## src/rtl/reg_wb_pkg.sv

```systemverilog
`default_nettype none
// ============================================================================
//  Module      : reg_wb_pkg
//  Description : Shared types and constants for the register write-back unit.
//                Holds the register-file geometry, the buffered load entry
//                format and the write-source encoding used by arbitration.
//  Revision    : 1.0 - initial release
// ============================================================================
package reg_wb_pkg;

  localparam int XLEN   = 32;
  localparam int REG_AW = 5;
  localparam int NREGS  = 32;

  // One buffered load response: destination register plus its data.
  typedef struct packed {
    logic [REG_AW-1:0] rd;
    logic [XLEN-1:0]   data;
  } wb_entry_t;

  // Which source wins the register-file write port in a given cycle.
  typedef enum logic [1:0] {
    SRC_NONE = 2'd0,
    SRC_ALU  = 2'd1,
    SRC_LQ   = 2'd2,
    SRC_BYP  = 2'd3
  } wb_src_e;

endpackage
`default_nettype wire

```

## src/rtl/wb_load_fifo.sv

```systemverilog
`default_nettype none
// ============================================================================
//  Module      : wb_load_fifo
//  Description : Synchronous FIFO of wb_entry_t holding load responses that
//                lost write-port arbitration. DEPTH must be a power of two so
//                the pointers wrap naturally.
//  Ports       : clk, rst (async, active-low)
//                push/push_data - enqueue (ignored when full)
//                pop/head       - dequeue / current oldest entry
//                full, empty, count - occupancy status
//  Revision    : 1.0 - initial release
// ============================================================================
module wb_load_fifo
  import reg_wb_pkg::*;
#(
  parameter int DEPTH = 2
) (
  input  logic                   clk,
  input  logic                   rst,
  input  logic                   push,
  input  wb_entry_t              push_data,
  input  logic                   pop,
  output wb_entry_t              head,
  output logic                   full,
  output logic                   empty,
  output logic [$clog2(DEPTH):0] count
);

  localparam int PW = $clog2(DEPTH);

  wb_entry_t     mem [DEPTH];
  logic [PW-1:0] wr_ptr;
  logic [PW-1:0] rd_ptr;
  logic          do_push;
  logic          do_pop;

  assign full    = (count == (PW+1)'(DEPTH));
  assign empty   = (count == '0);
  assign do_push = push && !full;
  assign do_pop  = pop && !empty;
  assign head    = mem[rd_ptr];

  always_ff @(posedge clk or negedge rst) begin
    if (!rst) begin
      wr_ptr <= '0;
      rd_ptr <= '0;
      count  <= '0;
    end else begin
      if (do_push) wr_ptr <= wr_ptr + PW'(1);
      if (do_pop)  rd_ptr <= rd_ptr + PW'(1);
      case ({do_push, do_pop})
        2'b10:   count <= count + (PW+1)'(1);
        2'b01:   count <= count - (PW+1)'(1);
        default: count <= count;
      endcase
    end
  end

  // Storage needs no reset: an entry is only read after it has been written.
  always_ff @(posedge clk) begin
    if (do_push) mem[wr_ptr] <= push_data;
  end

endmodule
`default_nettype wire

```

## src/rtl/reg_wb_unit.sv

```systemverilog
`default_nettype none
// ============================================================================
//  Module      : reg_wb_unit
//  Description : Sole driver of the register-file write port. Merges ALU
//                results with variable-latency load responses, buffers loads
//                that lose arbitration and tracks outstanding loads per
//                register so decode can stall on them.
//  Ports       : clk, rst (async, active-low)
//                alu_we/alu_rd/alu_result      - single-cycle ALU writeback
//                ld_issue/ld_issue_rd          - load issued to memory
//                ld_valid/ld_rd/ld_data        - load response
//                ld_ready                      - response can be accepted
//                A3/WD3/WE3                    - registered write port
//                busy                          - outstanding-load scoreboard
//                stall_req                     - buffer full, hold ALU
//  Revision    : 1.0 - initial release
// ============================================================================
module reg_wb_unit
  import reg_wb_pkg::*;
#(
  parameter int XLEN     = 32,
  parameter int NREGS    = 32,
  parameter int LQ_DEPTH = 2
) (
  input  logic              clk,
  input  logic              rst,
  input  logic              alu_we,
  input  logic [4:0]        alu_rd,
  input  logic [XLEN-1:0]   alu_result,
  input  logic              ld_issue,
  input  logic [4:0]        ld_issue_rd,
  input  logic              ld_valid,
  input  logic [4:0]        ld_rd,
  input  logic [XLEN-1:0]   ld_data,
  output logic              ld_ready,
  output logic [4:0]        A3,
  output logic [XLEN-1:0]   WD3,
  output logic              WE3,
  output logic [NREGS-1:0]  busy,
  output logic              stall_req
);

  localparam int CW = $clog2(LQ_DEPTH) + 1;

  wb_src_e         src;
  logic [4:0]      wr_rd;
  logic [XLEN-1:0] wr_data;
  logic            alu_wr;
  logic            ld_acc;
  logic            ld_keep;
  logic            lq_push;
  logic            lq_pop;
  logic            lq_full;
  logic            lq_empty;
  logic [CW-1:0]   lq_count;
  wb_entry_t       lq_head;
  wb_entry_t       lq_in;
  logic [NREGS-1:0] busy_set;
  logic [NREGS-1:0] busy_clr;
  logic [NREGS-1:0] busy_next;

  // Ready depends only on registered occupancy, never on ld_valid.
  assign ld_ready  = (lq_count < CW'(LQ_DEPTH));
  assign stall_req = lq_full;

  assign alu_wr  = alu_we && (alu_rd != '0);
  assign ld_acc  = ld_valid && ld_ready;
  // Responses to x0 are accepted to free the memory side, then dropped.
  assign ld_keep = ld_acc && (ld_rd != '0);
  assign lq_in   = '{rd: ld_rd, data: ld_data};

  wb_load_fifo #(
    .DEPTH (LQ_DEPTH)
  ) u_lq (
    .clk       (clk),
    .rst       (rst),
    .push      (lq_push),
    .push_data (lq_in),
    .pop       (lq_pop),
    .head      (lq_head),
    .full      (lq_full),
    .empty     (lq_empty),
    .count     (lq_count)
  );

  // Fixed-priority arbitration: ALU, then oldest buffered load, then a fresh
  // load that can bypass the empty buffer. A fresh load that does not win is
  // buffered; it may be pushed in the same cycle the head is popped.
  always_comb begin
    src     = SRC_NONE;
    wr_rd   = '0;
    wr_data = '0;
    lq_push = 1'b0;
    lq_pop  = 1'b0;
    if (alu_wr) begin
      src     = SRC_ALU;
      wr_rd   = alu_rd;
      wr_data = alu_result;
      lq_push = ld_keep;
    end else if (!lq_empty) begin
      src     = SRC_LQ;
      wr_rd   = lq_head.rd;
      wr_data = lq_head.data;
      lq_pop  = 1'b1;
      lq_push = ld_keep;
    end else if (ld_keep) begin
      src     = SRC_BYP;
      wr_rd   = ld_rd;
      wr_data = ld_data;
    end
  end

  // A3/WD3 hold their last value on idle cycles.
  always_ff @(posedge clk or negedge rst) begin
    if (!rst) begin
      A3  <= '0;
      WD3 <= '0;
      WE3 <= 1'b0;
    end else begin
      WE3 <= (src != SRC_NONE);
      if (src != SRC_NONE) begin
        A3  <= wr_rd;
        WD3 <= wr_data;
      end
    end
  end

  // The clear lands on the same edge that presents the load on WE3, so busy
  // drops in the very cycle the register file is written. Set wins over clear.
  always_comb begin
    busy_set = '0;
    busy_clr = '0;
    if (src == SRC_LQ || src == SRC_BYP) busy_clr[wr_rd] = 1'b1;
    if (ld_issue && ld_issue_rd != '0) busy_set[ld_issue_rd] = 1'b1;
    busy_next    = (busy & ~busy_clr) | busy_set;
    busy_next[0] = 1'b0;
  end

  always_ff @(posedge clk or negedge rst) begin
    if (!rst) busy <= '0;
    else      busy <= busy_next;
  end

  // Obligations on the surrounding core; this unit does not recover from them.
  a_issue_not_busy: assert property (@(posedge clk) disable iff (!rst)
    !(ld_issue && ld_issue_rd != '0 && busy[ld_issue_rd]));
  a_alu_not_busy: assert property (@(posedge clk) disable iff (!rst)
    !(alu_we && alu_rd != '0 && busy[alu_rd]));
  a_alu_not_stalled: assert property (@(posedge clk) disable iff (!rst)
    !(alu_we && stall_req));
  a_resp_busy: assert property (@(posedge clk) disable iff (!rst)
    !(ld_valid && ld_rd != '0 && !busy[ld_rd]));

endmodule
`default_nettype wire

```

## config.mk

```make
export PLATFORM = sky130hd
export DESIGN_NAME = reg_wb_unit
export DESIGN_NICKNAME = d
export VERILOG_FILES = /design/src/rtl/reg_wb_pkg.sv /design/src/rtl/wb_load_fifo.sv /design/src/rtl/reg_wb_unit.sv
export SDC_FILE = /design/constraint.sdc
export NUM_CORES = 1
export LEC_CHECK = 0
export CAP_MARGIN = 20
export CORE_ASPECT_RATIO = 0.5
export CORE_UTILIZATION = 65
export DETAILED_ROUTE_END_ITERATION = 8
export DONT_BUFFER_PORTS = 1
export HOLD_SLACK_MARGIN = 0.03
export MAX_ROUTING_LAYER = met4
export PLACE_DENSITY = 0.81
export SLEW_MARGIN = 20
export SYNTH_ARGS = -nofsm -noshare
export SYNTH_HDL_FRONTEND = slang
export SYNTH_SLANG_ARGS = --single-unit
```

## constraint.sdc

```tcl
create_clock -name clk -period 9.4 [get_ports clk]
set_clock_uncertainty 0.2 [all_clocks]
set_input_delay 0.94 -clock clk [delete_from_list [all_inputs] [get_ports clk]]
set_output_delay 0.94 -clock clk [all_outputs]
set_load 0.005 [all_outputs]
```

==> Word-level counts from Yosys, hierarchy flattened <==
Memories as Yosys holds them, arrays and structs flattened.
Cells that the tools add are included.
{ "classes": {"n_eq_ne": 5, "order_cmp": 5, "muxes": 22, "bitwise": 3, "add_sub_neg": 4, "reduce_logical": 17} }
{ "op_table": {"columns": ["operator", "n"], "rows": [
  ["two-way mux 32 bit", 5],
  ["AND 32 bit", 1],
  ["inverter 32 bit", 1],
  ["OR 32 bit", 1],
  ["two-way mux 5 bit", 3],
  ["nonzero test 5 bit", 3],
  ["less-than comparator 5 x 6 -> 1 bit (second input constant)", 2],
  ["demux 1 bit (select 5 bit)", 2],
  [">= comparator 5 x 1 -> 1 bit (second input constant)", 2],
  ["equality test 2 bit (second input constant)", 4],
  ["logical AND 1 bit", 8],
  ["two-way mux 1 bit", 8],
  ["two-way mux 2 bit", 3],
  ["one-hot mux 2 bit (2 select lines)", 1],
  ["nonzero test 2 bit", 2],
  ["adder 1 bit (second input constant)", 2],
  ["adder 2 x 1 -> 2 bit (second input constant)", 1],
  ["equality test 2 x 1 -> 1 bit (second input constant)", 1],
  ["logical NOT 1 bit", 2],
  ["logical NOT 2 bit", 1],
  ["less-than comparator 2 bit (second input constant)", 1],
  ["subtractor 2 x 1 -> 2 bit (second input constant)", 1],
  ["logical OR 1 bit", 1]
]} }
{ "totals": {"ff_bits": 73, "word_cells": 64, "in_bits": 84, "ram_bits": 74, "mem_count": 1, "out_inout_bits": 72} }
{ "memory_table": {"columns": ["name", "depth", "width", "rd", "rd_clocked_by_memory_dff", "wr", "line_no", "text"], "rows": [
  ["u_lq.mem", 2, 37, 1, 0, 1, "wb_load_fifo.sv:31", "wb_entry_t mem [DEPTH];"]
]} }

==> Logic depth before layout (Yosys ltp) <==
{ "logic_depth": {"ltp_word": 14, "ltp_mapped": 9, "ltp_nobuf": 7} }

==> Hierarchy <==
From an unflattened synthesis, not the netlist that was laid out.
{ "unflattened": {"cells_unflattened": 540, "hier_area_um2": 6461.2} }
{ "by_module_without_submodules": {"columns": ["mod", "n_inst", "area_each_um2", "cells_each", "seq_area_each_um2"], "rows": [
  ["reg_wb_unit", 1, 3512.1, 407, 1726.7],
  ["wb_load_fifo", 1, 2949.1, 133, 2322.2]
]} }

==> Worst setup path after synthesis <==
No wires, ideal clock.
{ "synth_path": {"kind": "input to register", "startpoint": "in ld_rd[3]", "endpoint": "mem u_lq.mem[0][0] (netlist name), enable pin", "arrival_ns": 3.187, "setup_time_ns": 0.431, "n_path_buf": 2, "required_time_ns": 8.769, "cell_stages": 6, "path_slack_ns": 5.581, "path_cell_list": "or4_1 > o21a_1 > buf_2 > buf_4 > o211ai_2 > nor2_1"} }
{ "synth_between": {"elab_chain_len": 7} }
{ "synth_rtl": {"columns": ["item", "line_no", "text"], "rows": [
  ["from (decl)", "reg_wb_unit.sv:33", "input logic [4:0] ld_rd,"],
  ["nonzero test 5 bit (*)", "reg_wb_unit.sv:69", "assign ld_keep = ld_acc && (ld_rd != '0);"],
  ["logical AND 1 bit (*)", "reg_wb_unit.sv:69", null],
  ["two-way mux 1 bit", "reg_wb_unit.sv:100", "end else if (!lq_empty) begin"],
  ["two-way mux 1 bit (*)", "reg_wb_unit.sv:95", "if (alu_wr) begin"],
  ["logical AND 1 bit (*)", "wb_load_fifo.sv:39", "assign do_push = push && !full;"],
  ["two-way mux 1 bit (*)", "wb_load_fifo.sv:61", "if (do_push) mem[wr_ptr] <= push_data;"],
  ["two-way mux 1 bit (implied by the code) (*)", "wb_load_fifo.sv:61", null],
  ["to (decl)", "wb_load_fifo.sv:31", null]
]} }
Every way passes the cells marked *; elsewhere a longest branch is shown, timed or not.

==> Worst setup path after layout <==
{ "layout_path": {"startpoint": "reg u_lq.count[0]", "endpoint": "reg busy[20]"} }
{ "layout_between": {"elab_chain_len": 14, "word_cells_on_any_way": 22, "cone_classes": "order compare: 3; eq/ne: 2; mux: 9; bitwise: 3; reduce/logical: 5"} }
{ "layout_rtl": {"columns": ["item", "line_no", "text"], "rows": [
  ["from (decl)", "wb_load_fifo.sv:26", "output logic [$clog2(DEPTH):0] count"],
  ["from (signal assigned)", "wb_load_fifo.sv:52", "2'b10: count <= count + (PW+1)'(1);"],
  ["from (signal assigned)", "wb_load_fifo.sv:53", "2'b01: count <= count - (PW+1)'(1);"],
  ["from (signal assigned)", "wb_load_fifo.sv:54", "default: count <= count;"],
  ["less-than comparator 2 bit", "reg_wb_unit.sv:63", "assign ld_ready = (lq_count < CW'(LQ_DEPTH));"],
  ["logical AND 1 bit", "reg_wb_unit.sv:67", "assign ld_acc = ld_valid && ld_ready;"],
  ["logical AND 1 bit", "reg_wb_unit.sv:69", null],
  ["two-way mux 5 bit", "reg_wb_unit.sv:106", "end else if (ld_keep) begin"],
  ["two-way mux 5 bit", "reg_wb_unit.sv:100", null],
  ["two-way mux 5 bit", "reg_wb_unit.sv:95", null],
  ["less-than comparator 5 x 6 -> 1 bit (implied by the code) / >= comparator 5 x 1 -> 1 bit (equally long branches)", "reg_wb_unit.sv:133", "if (src == SRC_LQ || src == SRC_BYP) busy_clr[wr_rd] = 1'b1;"],
  ["logical AND 1 bit (implied by the code)", "reg_wb_unit.sv:133", null],
  ["two-way mux 1 bit (implied by the code)", "reg_wb_unit.sv:133", null],
  ["demux 1 bit (select 5 bit)", "reg_wb_unit.sv:133", null],
  ["two-way mux 32 bit (*)", "reg_wb_unit.sv:133", null],
  ["inverter 32 bit (*)", "reg_wb_unit.sv:135", "busy_next = (busy & ~busy_clr) | busy_set;"],
  ["AND 32 bit (*)", "reg_wb_unit.sv:135", null],
  ["OR 32 bit (*)", "reg_wb_unit.sv:135", null],
  ["net busy_next[20]", "reg_wb_unit.sv:60", "logic [NREGS-1:0] busy_next;"],
  ["to (signal assigned)", "reg_wb_unit.sv:141", "else busy <= busy_next;"],
  ["to (decl)", "reg_wb_unit.sv:39", "output logic [NREGS-1:0] busy,"]
]} }
Mark *: on every way through the listed nets, which the timed path passes. The rest lies on a longest branch.
A chain may end at the register's enable or synchronous reset.

==> flow_summary.json <==
{
  "cts_tree": "built",
  "synthToLayoutAreaGrowth_pct": 11.00,
  "worst-path-max-fanout": 39,
  "chipWidth_um": 140.4,
  "finalNetCount": 541,
  "slew_violations": 0,
  "start_util": 0.6910,
  "grt_usage": 0.3252,
  "rsz0062_at_grt": "false",
  "hold_slack_ns": 0.1977,
  "routed_wl_um": 14840,
  "status": "complete, no violations",
  "root_buffer": "clkbuf_16",
  "die-height_um": 71.20,
  "ys_seq_elements": 147,
  "firstDrtPassIters": 5,
  "grt_pass1_vias": 4251,
  "syn_inst": 462,
  "async_reset_ff_frac": 0.4966,
  "hpwl_um": 9480,
  "synth-seq-area-share": 0.6505,
  "vias": 4245,
  "grt_max_degree": 74,
  "core-area_sq_mm": 0.009009,
  "rows": 24,
  "peakVddDrop_uv": 157.5,
  "yosys.area.top_type": "edfxtp_1",
  "yosys_warnings": 0,
  "cts_inserted_buffers": 17,
  "drive_above_1_share": 0.1045,
  "finalSetupTns_ns": 0,
  "drc": 0,
  "fmax_mhz": 305.6,
  "gr-total-overflow": 0,
  "synth_most_common_cell": "edfxtp_1",
  "drt_iter0_drc": 478,
  "power_density_mw_per_mm2": 326.1,
  "synth.net_count": 547,
  "synth.distinct_cells": 47,
  "synth_area_leaders": "edfxtp_1 36%, dfrtp_1 29%, a221o_1 5.8%, mux2i_1 5.6%, o21ai_0 5.1%",
  "final_area_sq_mm": 0.006909,
  "synth_area_sq_mm": 0.006225,
  "io_pins": 156,
  "port_buffers": 0,
  "pre_cts_ws_ns": 5.808,
  "finalSetupViolCount": 0,
  "synth_edf_count": 74,
  "drv_cap": 0,
  "place_congestion": 0.9491,
  "htree_levels": 4,
  "holdCritPathClass": "input port to async pin",
  "postSynthAreaPerCell_sq_um": 13.47,
  "grt_pass1_wl_um": 23080,
  "clk_latency_ns": 0.41,
  "cts.sinks": 147,
  "fin_crit_ns": 3.273,
  "slew_headroom": 0.2791,
  "cp_data_arrival_time_ns": 3.35,
  "fin_util": 0.7669,
  "hold_viol_final": 0,
  "final_antenna_net_count": 0,
  "fin_ws_ns": 6.127,
  "synth_top_area_frac": 0.3570,
  "via_per_inst": 7.244,
  "postCtsResizedCells": 0,
  "place_area_sq_mm": 0.006247,
  "startpoint_type": "flop",
  "cts.clk_slew.worst_paths_ns": 0.06,
  "n_antenna_cell": 0,
  "clk_path_buf_depth": 2,
  "critPathCaptureType": "flop",
  "final.period_utilization": 0.3482,
  "synth_commonest_cells": "74 x edfxtp_1, 73 x dfrtp_1, 64 x o21ai_0, 36 x a221o_1, 35 x mux2i_1",
  "tightest_slew_ns": 1.079,
  "wire_per_inst_um": 25.33,
  "synth_flop_cell": "edfxtp_1",
  "p_leak_nw": 2.554,
  "design.die.area_sq_mm": 0.009995,
  "cp.required_ns": 9.48,
  "critPathKind": "flop to flop",
  "antenna_found_initial": 0
}
-- per-stage QoR --
stage          instances  power (mW)
6_report             586       2.253
2_1_floorplan        462       1.396
3_3_place_gp         552       1.507
4_1_cts              585       2.244
5_1_grt              586       2.352
3_5_place_dp         552       1.544
-- layer usage --
layer  vias up  GRT usage  part of all wire
met5         -          -                 0
met4         0    0.09768             0.012
met3        28     0.1192              0.11
met2       283     0.5211              0.49
met1      2105     0.3901              0.40
li1       1829          -                 -
-- area by class of cell --
| cell class | count | area [sq um] |
|---|---|---|
| Inverter | 4 | 15.01 |
| Clock inverter | 10 | 130.1 |
| Tap cell | 117 | 146.4 |
| Fill cell | 542 | 2100 |
| Timing Repair Buffer | 6 | 85.08 |
| Sequential cell | 147 | 4053 |
| Clock buffer | 22 | 474.2 |
| Multi-Input combinational cell | 280 | 2006 |
-- power breakdown --
part / total, mW / switching, mW / leakage, nW / internal [mW]
registers: 1.06 / 0.186 / 1.55 / 0.872
logic: 0.507 / 0.294 / 0.721 / 0.213
clock network: 0.689 / 0.253 / 0.287 / 0.436
-- cell usage in the layout, fill, tap and decap left out, types with 3 or more instances in the layout --
cell / n
clkbuf_8: 3
inv_1: 4
nand4_1: 4
xnor2_1: 4
nand3_1: 10
edfxtp_1: 74
o21ai_0: 64
nor2_1: 8
clkbuf_16: 17
mux2i_1: 35
nor4bb_1: 3
a211oi_1: 32
a221o_1: 36
mux2_2: 5
clkinvlp_4: 3
bufinv_16: 3
buf_4: 4
nand2_1: 9
nor2b_1: 3
dfrtp_1: 72
a21oi_1: 34
-- cells by family (layout without fill, tap and decap cells) --
group / Yosys count / after routing / share of synthesized area
AOI/OAI and AO/OA: 180 / 180 / 0.1942
xor gates and xnor gates: 5 / 5 / 0.007035
adders and majority gates: 1 / 1 / 0.002010
buffers and inverters: 35 / 42 / 0.02995
DFF: 147 / 147 / 0.6505
muxes: 40 / 40 / 0.06533
other: 1 / 1 / 0.0006024
and+or+nand+nor: 53 / 53 / 0.05046
-- critical path, cell delays in order (launching register included) --
cell     delay, ns
dfrtp_1       0.57
or2_2         0.67
buf_4         0.51
mux2i_1       0.46
nand4_1       0.30
o21ai_0       0.26
o21ai_0       0.13
-- what timing repair did --
item | in CTS | in global routing
endpoints found under the hold margin | 73 | 0
setup endpoints to repair | 0 | 0
buffers inserted | 0 | 0
hold buffers | 1 | 0
-- worst paths after layout --
check,startpoint,endpoint,slack (ns),cells after the start
max,u_lq.count[0],busy[20],6.13,6
min,rst,WD3[16],0.20,1
max reg2reg,u_lq.count[0],busy[20],6.13,6
min reg2reg,WD3[6],WD3[6],0.34,1
max in group asynchronous,rst,u_lq.rd_ptr,8.46,1
min in group clk,WD3[6],WD3[6],0.34,1
-- flip-flops by register name, summed over array words and instances (netlist names) --
name	flops
busy	31
u_lq.count	2
u_lq.wr_ptr	1
u_lq.mem	74
A3	5
WD3	32
u_lq.rd_ptr	1
WE3	1
No activity file was read; power rests on OpenSTA's default activity.
